==> config.mk <==
export PLATFORM = sky130hd
export DESIGN_NAME = acorn_state_update_par
export DESIGN_NICKNAME = d
export VERILOG_FILES = /design/src/rtl/acorn_state_update_par.sv
export SDC_FILE = /design/constraint.sdc
export NUM_CORES = 1
export LEC_CHECK = 0
export CAP_MARGIN = 30
export CORE_AREA = 5 5 244 246
export CTS_BUF_LIST = sky130_fd_sc_hd__clkbuf_8
export CTS_CLUSTER_DIAMETER = 200
export DETAILED_ROUTE_END_ITERATION = 6
export DIE_AREA = 0 0 249 251
export GPL_ROUTABILITY_DRIVEN = 0
export MAX_ROUTING_LAYER = met4
export PLACE_DENSITY = 0.66
export SLEW_MARGIN = 0
export SYNTH_ARGS = -nofsm -noshare
export SYNTH_HDL_FRONTEND = slang
export SYNTH_SLANG_ARGS = --single-unit
==> constraint.sdc <==
create_clock -name clk -period 15.1 [get_ports clk]
set_input_delay 3.775 -clock clk [delete_from_list [all_inputs] [get_ports clk]]
set_output_delay 3.775 -clock clk [all_outputs]
set_load 0.05 [all_outputs]
==> src/rtl/acorn_state_update_par.sv <==
// ACORN-128 state update unrolled W steps per clock, with a stream handshake
// for encrypt/decrypt words and a counted burst mode for init/finalisation.
`timescale 1ns/1ps
module acorn_state_update_par #(
    parameter int W     = 8,
    parameter int CNT_W = 16
) (
    input  logic             clk,
    input  logic             rst,
    input  logic             load,
    input  logic [292:0]     state_in,
    input  logic             in_valid,
    output logic             in_ready,
    input  logic [W-1:0]     msg_in,
    input  logic             ca_in,
    input  logic             cb_in,
    input  logic             dec,
    input  logic             burst_go,
    input  logic [CNT_W-1:0] burst_cnt,
    input  logic             burst_mbit,
    output logic             out_valid,
    input  logic             out_ready,
    output logic [W-1:0]     ks_out,
    output logic [W-1:0]     dat_out,
    output logic [292:0]     state_out,
    output logic             busy,
    output logic             done
);

    if (!(W == 1 || W == 2 || W == 4 || W == 8 || W == 16 || W == 32)) begin : g_bad_w
        $error("acorn_state_update_par: W must be 1, 2, 4, 8, 16 or 32");
    end

    typedef enum logic {IDLE, BURST} fsm_t;

    fsm_t             fsm_reg;
    logic [292:0]     state_reg;
    logic [CNT_W-1:0] cnt_reg;
    logic             ca_reg, cb_reg, mbit_reg;
    logic             out_valid_reg, done_reg;
    logic [W-1:0]     ks_reg, dat_reg;

    logic             in_burst, accept, step_ca, step_cb;
    logic [W-1:0]     ks_vec, dat_vec;
    logic [292:0]     state_next;

    function automatic logic maj(input logic a, input logic b, input logic c);
        return (a & b) ^ (a & c) ^ (b & c);
    endfunction

    function automatic logic ch(input logic x, input logic y, input logic z);
        return (x & y) ^ (~x & z);
    endfunction

    assign in_burst = (fsm_reg == BURST);
    // A pending burst request wins over a stream word in the same cycle.
    assign in_ready = !in_burst && !load && !burst_go && (!out_valid_reg || out_ready);
    assign accept   = in_valid && in_ready;
    assign step_ca  = in_burst ? ca_reg : ca_in;
    assign step_cb  = in_burst ? cb_reg : cb_in;

    for (genvar gi = 0; gi < W; gi++) begin : g_step
        logic [292:0] s_in, s_mid, s_out;
        logic         ks_bit, f_bit, m_bit;

        if (gi == 0) begin : g_first
            assign s_in = state_reg;
        end else begin : g_rest
            assign s_in = g_step[gi-1].s_out;
        end

        always_comb begin
            s_mid      = s_in;
            s_mid[289] = s_mid[289] ^ s_mid[235] ^ s_mid[230];
            s_mid[230] = s_mid[230] ^ s_mid[196] ^ s_mid[193];
            s_mid[193] = s_mid[193] ^ s_mid[160] ^ s_mid[154];
            s_mid[154] = s_mid[154] ^ s_mid[111] ^ s_mid[107];
            s_mid[107] = s_mid[107] ^ s_mid[66]  ^ s_mid[61];
            s_mid[61]  = s_mid[61]  ^ s_mid[23]  ^ s_mid[0];
        end

        assign ks_bit = s_mid[12] ^ s_mid[154] ^ maj(s_mid[235], s_mid[61], s_mid[193])
                      ^ ch(s_mid[230], s_mid[111], s_mid[66]);
        assign f_bit  = s_mid[0] ^ ~s_mid[107] ^ maj(s_mid[244], s_mid[23], s_mid[160])
                      ^ (step_ca & s_mid[196]) ^ (step_cb & ks_bit);
        // When decrypting, the plaintext bit feeds the state, not the ciphertext.
        assign m_bit  = in_burst ? mbit_reg : (msg_in[gi] ^ (dec & ks_bit));
        assign s_out  = {f_bit ^ m_bit, s_mid[292:1]};

        assign ks_vec[gi]  = ks_bit;
        assign dat_vec[gi] = msg_in[gi] ^ ks_bit;
    end

    assign state_next = g_step[W-1].s_out;

    always_ff @(posedge clk or posedge rst) begin
        if (rst) begin
            fsm_reg       <= IDLE;
            state_reg     <= '0;
            cnt_reg       <= '0;
            ca_reg        <= 1'b0;
            cb_reg        <= 1'b0;
            mbit_reg      <= 1'b0;
            out_valid_reg <= 1'b0;
            done_reg      <= 1'b0;
            ks_reg        <= '0;
            dat_reg       <= '0;
        end else begin
            done_reg <= 1'b0;
            if (load) begin
                state_reg <= state_in;
                fsm_reg   <= IDLE;
                cnt_reg   <= '0;
            end else begin
                case (fsm_reg)
                    IDLE: begin
                        if (burst_go) begin
                            if (burst_cnt != '0) begin
                                cnt_reg  <= burst_cnt;
                                ca_reg   <= ca_in;
                                cb_reg   <= cb_in;
                                mbit_reg <= burst_mbit;
                                fsm_reg  <= BURST;
                            end else begin
                                done_reg <= 1'b1;
                            end
                        end else if (accept) begin
                            state_reg <= state_next;
                        end
                    end
                    BURST: begin
                        state_reg <= state_next;
                        cnt_reg   <= cnt_reg - CNT_W'(1);
                        if (cnt_reg == CNT_W'(1)) begin
                            fsm_reg  <= IDLE;
                            done_reg <= 1'b1;
                        end
                    end
                    default: fsm_reg <= IDLE;
                endcase
            end

            if (accept) begin
                ks_reg        <= ks_vec;
                dat_reg       <= dat_vec;
                out_valid_reg <= 1'b1;
            end else if (out_ready) begin
                out_valid_reg <= 1'b0;
            end
        end
    end

    assign out_valid = out_valid_reg;
    assign ks_out    = ks_reg;
    assign dat_out   = dat_reg;
    assign state_out = state_reg;
    assign busy      = in_burst;
    assign done      = done_reg;

endmodule

==> metrics.md, run 1 <==
| Metric | Value |
|---|---|
| Ys flop type | `dfrtp_1` |
| Status | `finished, final reports clean` |
| Net Sw Frac | `45.5%` |
| Final wirelength | `79400 µm` |
| Clock Tree Root | `clkbuf_8` |
| Final hold violation count | `0` |
| Core region area | `0.0571 mm²` |
| Post-synth EDFFs | `0` |
| Total GRT Usage | `25.0%` |
| CTS tree | `done` |
| Dpl cells | `between 3000 and 4000` |
| Clock transition at path regs | `0.06 ns` |
| Max reg flops | `293` |
| VDD IR-drop max | `0.0882 mV` |
| Fin util | `46.0%` |
| Die width | `about 250 µm` |
| Library cells used by synthesis | `54` |
| CTS H-tree depth | `2` |
| Met3 routed WL | `4760 µm` |
| Sequential share of power | `30.1%` |
| First-pass GRT wire length | `114000 µm` |
| Worst-Margin Slew | `1.01 ns` |
| Cts bufs inserted | `61` |
| Min-Delay Startpoint | `dat_out[1]` |
| # Max-Cap Violations | `0` |
| Max Slew Vio Count | `0` |
| Comb power frac | `49.1%` |
| Die H | `251 µm` |
| Met2 WL | `39500 µm` |
| P_int | `~2400 µW` |
| CTS resizes | `0` |
| Final count of negative-setup-slack endpoints | `0` |
| Design area | `0.0263 mm²` |
| Startpoint types | `input port` |
| Wire per inst | `24.7 µm` |
| Share of layout cells above drive strength 1 | `around 6%` |
| Via density | `4.92` |
| Post-Syn Instances | `1797` |
| Fmax achieved | `106 MHz` |
| Crit path time final | `9.42 ns` |
| Worst-path fanout max | `7` |
| Syn avg cell area | `9.90 µm²` |
| Syn Nets | `2126` |
| Leakage | `0.0113 µW` |
| Sequential fraction of the synthesis area | `46.6%` |
| Final #Nets | `roughly 2700` |
| Routed vias | `15800` |
| Largest net degree at the start of global routing | `between 100 and 150` |
| Worst-skew pair later-pin latency | `approximately 0.67 ns` |
| Switching pwr | `2030 µW` |
| Required time worst endpoint | `11.32 ns` |
| WS Path Type | `input port to primary output` |
| YS warnings | `0` |
| CTS max path bufs | `3` |
| Mapped cell area | `approximately 0.018 mm²` |
| Final Instance Count excl. Fillers | `approximately 3200` |
| DRT Pass-1 Iters | `5` |
| Number of I/O pins | `640` |
| Dpl cell area | `0.0249 mm²` |
| CP Data Arrival Time | `roughly 5.7 ns` |
| Final HPWL DP | `62100 µm` |
| Slew margin rel. | `about a third` |
| Initial Utilization | `31.1%` |
| Wl on met1 | `32600 µm` |
| Post-CTS setup buffer count | `0` |
| Area grow syn2layout | `47.8%` |
| Clk_skew | `roughly 0.032 ns` |
| Hold WC Path Type | `flip-flop to flip-flop` |
| Number of global-route vias before repair | `16600` |
| DP Worst Slack | `5.71 ns` |
| FF-to-FF Start | `out_valid` |
| DRC violations left | `0` |
| FP Rows | `88` |
| PwrDens | `170 mW/mm²` |
| Final setup margin | `5.68 ns` |
| Hold-fix buffers, CTS | `0` |
| Grt total ovfl | `0` |
| Initial antenna violation count | `9` |
| Clock tree sinks | `331` |
| Clock power share | `20.9%` |
| Critical Path End Type | `primary output` |
| RSZ-0062 raised after global routing | `false` |
| Buffers on Ports | `639` |
| DRT antenna net count | `0` |
| 1st-iter DRT viols | `761` |
| Die footprint | `0.0625 mm²` |
| Ys async rst share | `100%` |
| Fin crit share | `a little over three fifths` |
| Synthesis-stage register bit count | `331` |
| Setup crit start | `burst_go` |
| Setup_tns | `0 ns` |
| Top sig layer | `met4` |
## cells in the final DEF, fill, tap and decap left out, drive strengths merged, types with 5 or more instances in the layout
cell           Yosys  routed
buf               10      25
mux2              18      18
nor3              19      19
a31oi             14      14
nor2b             14      14
bufinv             0       5
nand3             10      10
nor2              92      92
o21ai            290     290
inv               10      33
dfrtp            331     331
a21oi             47      47
maj3              17      17
nand2            337     337
o22ai              5       5
a211oi            11      11
xor2              31      31
xnor3             18      18
nor4               9       9
xor3              16      16
clkbuf           113      74
clkdlybuf4s50      0     638
xnor2             82      82
mux2i            265     265
diode              0       9
## power by group through the flow
stage | combinational [µW] | clock [µW] | sequential, µW
after floorplan | 803 | 0 | 1860
after global routing | 2290 | 998 | 1370
after CTS | 2210 | 957 | 1350
after detailed placement | 2200 | 0 | 1360
final | 2190 | 932 | 1340
after global placement | 2180 | 0 | 1350
## worst paths after layout
kind / to / slack (ns) / cells after the start
setup / recovery: in_ready / 5.68 / 3
max in group asynchronous: state_out[20] / 9.76 / 5
min in group asynchronous: state_out[95] / 3.55 / 2
setup reg to reg: state_out[126] / 11.03 / 8
hold / removal: dat_out[1] / 0.48 / 2
hold reg to reg: dat_out[1] / 0.48 / 2
## cell usage after synthesis (4+ instances only)
library cell  number  area [µm²]
nand2b_1           4        25.0
xnor2_2            4        65.1
nor2b_1           14        87.6
nor3_1            15        75.1
o21ai_0          290        1450
clkbuf_1         111         417
a21oi_1           47         235
nor3_2             4        40.0
xor3_1            15         357
mux2_4             4        60.1
buf_2              4        20.0
a211oi_1          11        82.6
dfrtp_1          331        8280
maj3_1            17         170
mux2i_1          261        2610
xnor2_1           78         683
mux2_2            14         158
nor2_1            92         345
nand2_1          337        1260
a31oi_1           14        87.6
nor4_1             9        56.3
buf_1              6        22.5
o22ai_1            5        31.3
inv_1             10        37.5
xor2_1            31         272
xnor3_1           17         383
nand3_1           10        50.1
## critical path: stages
cell	delay [ns]
clkdlybuf4s50_1	0.56
nor4_1	0.43
clkdlybuf4s50_1	0.89
## routing by layer
layer	vias up	global-route usage, %
met3	131	5.86
li1	7435	-
met1	7720	29.8
met4	0	7.63
met2	563	42.5
met5	-	-
## cell families (layout without fill, tap and decap cells)
group / count (synthesis) / after routing / share of synthesized area [%]
AO/OA/AOI/OAI: 385 / 385 / 11.5
XOR/XNOR: 147 / 147 / 10.2
adder cells (fa/ha/maj): 19 / 19 / 1.10
buffers and inverters: 133 / 781 / 2.85
flip-flops: 331 / 331 / 46.6
multiplexers: 283 / 283 / 16.4
other: 0 / 9 / 0
AND/OR/NAND/NOR: 499 / 499 / 11.5
## area by class of cell
| cell class | count | area, µm² |
|---|---|---|
| Clock inverter | 34 | 277 |
| Fill cell | 5348 | 30900 |
| Tap cell | 765 | 957 |
| Clock buffer | 74 | 1020 |
| Sequential cell | 331 | 8280 |
| Multi-Input combinational cell | 1333 | 9000 |
| Antenna cell | 9 | 22.5 |
| Timing Repair Buffer | 663 | 6690 |
| Inverter | 10 | 45.0 |
## metrics by stage
step | total power [µW] | hold WS (ns)
2_1_floorplan | 2660 | 0.464
3_3_place_gp | 3540 | 0.465
3_5_place_dp | 3560 | 0.475
4_1_cts | 4520 | 0.488
5_1_grt | 4660 | 0.515
6_report | 4470 | 0.484
Power figures use the tool's default switching activity.
==> inputs of run 2 (changes only) <==
==> constraint.sdc (replaced) <==
create_clock -name clk -period 9.25 [get_ports clk]
set_input_delay 2.3125 -clock clk [delete_from_list [all_inputs] [get_ports clk]]
set_output_delay 2.3125 -clock clk [all_outputs]
set_load 0.05 [all_outputs]
==> metrics.md, run 2 (synthesized netlist as in run 1, its figures left out) <==
| Metric | Value |
|---|---|
| Most Crowded Layer GR | `met2` |
| WP buf/inv | `2` |
| Final setup margin | `between 2 and 3 ns` |
| Final #Nets | `~2700` |
| Core region area | `around 0.057 mm²` |
| DP Worst Slack | `2.81 ns` |
| Commonest non-fill, non-tap cell in the layout | `clkdlybuf4s50_1` |
| Worst-skew pair later-pin latency | `0.68 ns` |
| Crit path time final | `about 6.5 ns` |
| Final Hold Slack | `0.491 ns` |
| WS Path Type | `input port to primary output` |
| PwrDens | `274 mW/mm²` |
| Leakage | `about 0.011 µW` |
| DRC violations left | `0` |
| Cts bufs inserted | `60` |
| Via density | `between 4 and 5` |
| Clock Tree Root | `clkbuf_8` |
| Initial Utilization | `31.1%` |
| Hold WC Path Type | `flip-flop to flip-flop` |
| Fmax achieved | `154 MHz` |
| Number of global-route vias before repair | `between 15000 and 20000` |
| Initial antenna violation count | `9` |
| 1st-iter DRT viols | `between 900 and 1000` |
| Startpoint types | `input port` |
| Worst-case reg-to-reg path depth | `6` |
| Fin util | `45.6%` |
| Die H | `251 µm` |
| CTS H-tree depth | `2` |
| Share of layout cells above drive strength 1 | `under 10%` |
| Final count of negative-setup-slack endpoints | `0` |
| CP Data Arrival Time | `roughly 4.2 ns` |
| Crit path max-delay family | `buffers and inverters` |
| FP Rows | `around 90` |
| M2 GR Usage | `42.2%` |
| Status | `finished, final reports clean` |
| DRT antenna net count | `0` |
| Commonest cells after routing, fill and taps aside | `clkdlybuf4s50_1 (638), nand2_1 (336), dfrtp_1 (331)` |
| Max Slew Vio Count | `0` |
| Max reg flops | `about 290` |
| Clock transition at path regs | `0.06 ns` |
| Slew margin rel. | `21.5%` |
| Flop2flop setup slack | `5.73 ns` |
| Hold-fix buffers, CTS | `0` |
| Setup_tns | `0 ns` |
| Die footprint | `0.0625 mm²` |
| Final hold violation count | `0` |
| Routed vias | `15800` |
| RSZ-0062 raised after global routing | `false` |
| Buffers on Ports | `639` |
| Hold Crit Depth | `2` |
| Worst-path cell chain | `clkdlybuf4s50_1 -> nor4_1 -> clkdlybuf4s50_1` |
| Clk_skew | `around 0.032 ns` |
| Number of I/O pins | `640` |
| FF-to-FF Start | `out_valid` |
| Min-Delay Startpoint | `dat_out[0]` |
| Area grow syn2layout | `46.4%` |
| CTS max path bufs | `3` |
| CTS resizes | `0` |
| CP max stage cell | `clkdlybuf4s50_1` |
| Critical Path End Type | `primary output` |
| Fin crit share | `70.0%` |
| Die width | `~250 µm` |
| VDD IR-drop max | `0.154 mV` |
| Hold Path End | `dat_out[0]` |
| Total GRT Usage | `between 20% and 30%` |
| Required time worst endpoint | `6.94 ns` |
| Grt total ovfl | `0` |
| Worst R2R End | `state_out[210]` |
| CTS tree | `done` |
| Post-CTS setup buffer count | `0` |
| Top cell by count, worst path | `clkdlybuf4s50_1` |
| Final HPWL DP | `just over 60000 µm` |
| # Max-Cap Violations | `0` |
| Worst-path fanout max | `7` |
| Slowest Stage Delay on Critical Path | `0.88 ns` |
| Worst-Margin Slew | `about 1.2 ns` |
| DRT Pass-1 Iters | `5` |
| Wire per inst | `24.7 µm` |
| Final wirelength | `slightly below 80000 µm` |
| Met1 usage | `between 20% and 30%` |
| Clock tree sinks | `between 300 and 400` |
| Met3 usage | `5.56%` |
| Largest net degree at the start of global routing | `238` |
| First-pass GRT wire length | `113000 µm` |
==> run 2: cell count changes in the layout (fill, tap and decap cells not counted), sizes merged <==
cell | before | now
buf | 25 | 14
bufinv | 5 | 0
clkbuf | 74 | 72
clkinv | 4 | 10
clkinvlp | 2 | 3
inv | 33 | 34
==> run 2: final cells by class <==
type                    instances  area, µm²
fillers                      5370      31100
multi-input cells            1333       9000
flip-flops and latches        331       8280
repair buffers                652       6570
clock buffers                  72        991
well taps                     765        957
clock inverters                37        171
inverters                      10       41.3
diodes                          9       22.5
==> run 2: worst max-delay path by stage <==
stage	start	to	slack [ns]	cells after the start
3_3_place_gp	burst_go	in_ready	2.76	3
2_1_floorplan	rst	busy	2.52	1
4_1_cts	burst_go	in_ready	2.80	3
3_5_place_dp	burst_go	in_ready	2.81	3
5_1_grt	burst_go	in_ready	2.76	3
6_report	burst_go	in_ready	2.78	3
==> run 2: metrics by stage <==
step,total power [µW],area [µm²],instances
final,7140,26000,3209
after global routing,7450,26000,3209
after CTS,7230,26000,3200
after detailed placement,5820,24900,3091
after global placement,5780,24800,3089
after floorplan,4350,17800,1797
==> run 2: worst min-delay path, delay by kind of cell (launching register included) <==
family	cells	cell delay, ns
AO/OA/AOI/OAI	1	0.06
AND/OR/NAND/NOR	1	0.05
flip-flops	1	0.35
==> run 2: power breakdown <==
| group | internal [µW] | switching, µW | leakage [µW] |
|---|---|---|---|
| Combinational | 1360 | 2210 | 0.00644 |
| Clock | 705 | 665 | 0.000690 |
| Sequential | 1750 | 450 | 0.00403 |
| Total | 3820 | 3320 | 0.0112 |
==> run 2: layer usage <==
layer	up-vias	wire length [µm]	part of all wire, %
met3	126	4820	6.1
li1	7423	-	-
met4	0	2510	3.2
met5	-	0	0
met1	7632	32800	41
met2	606	39000	49
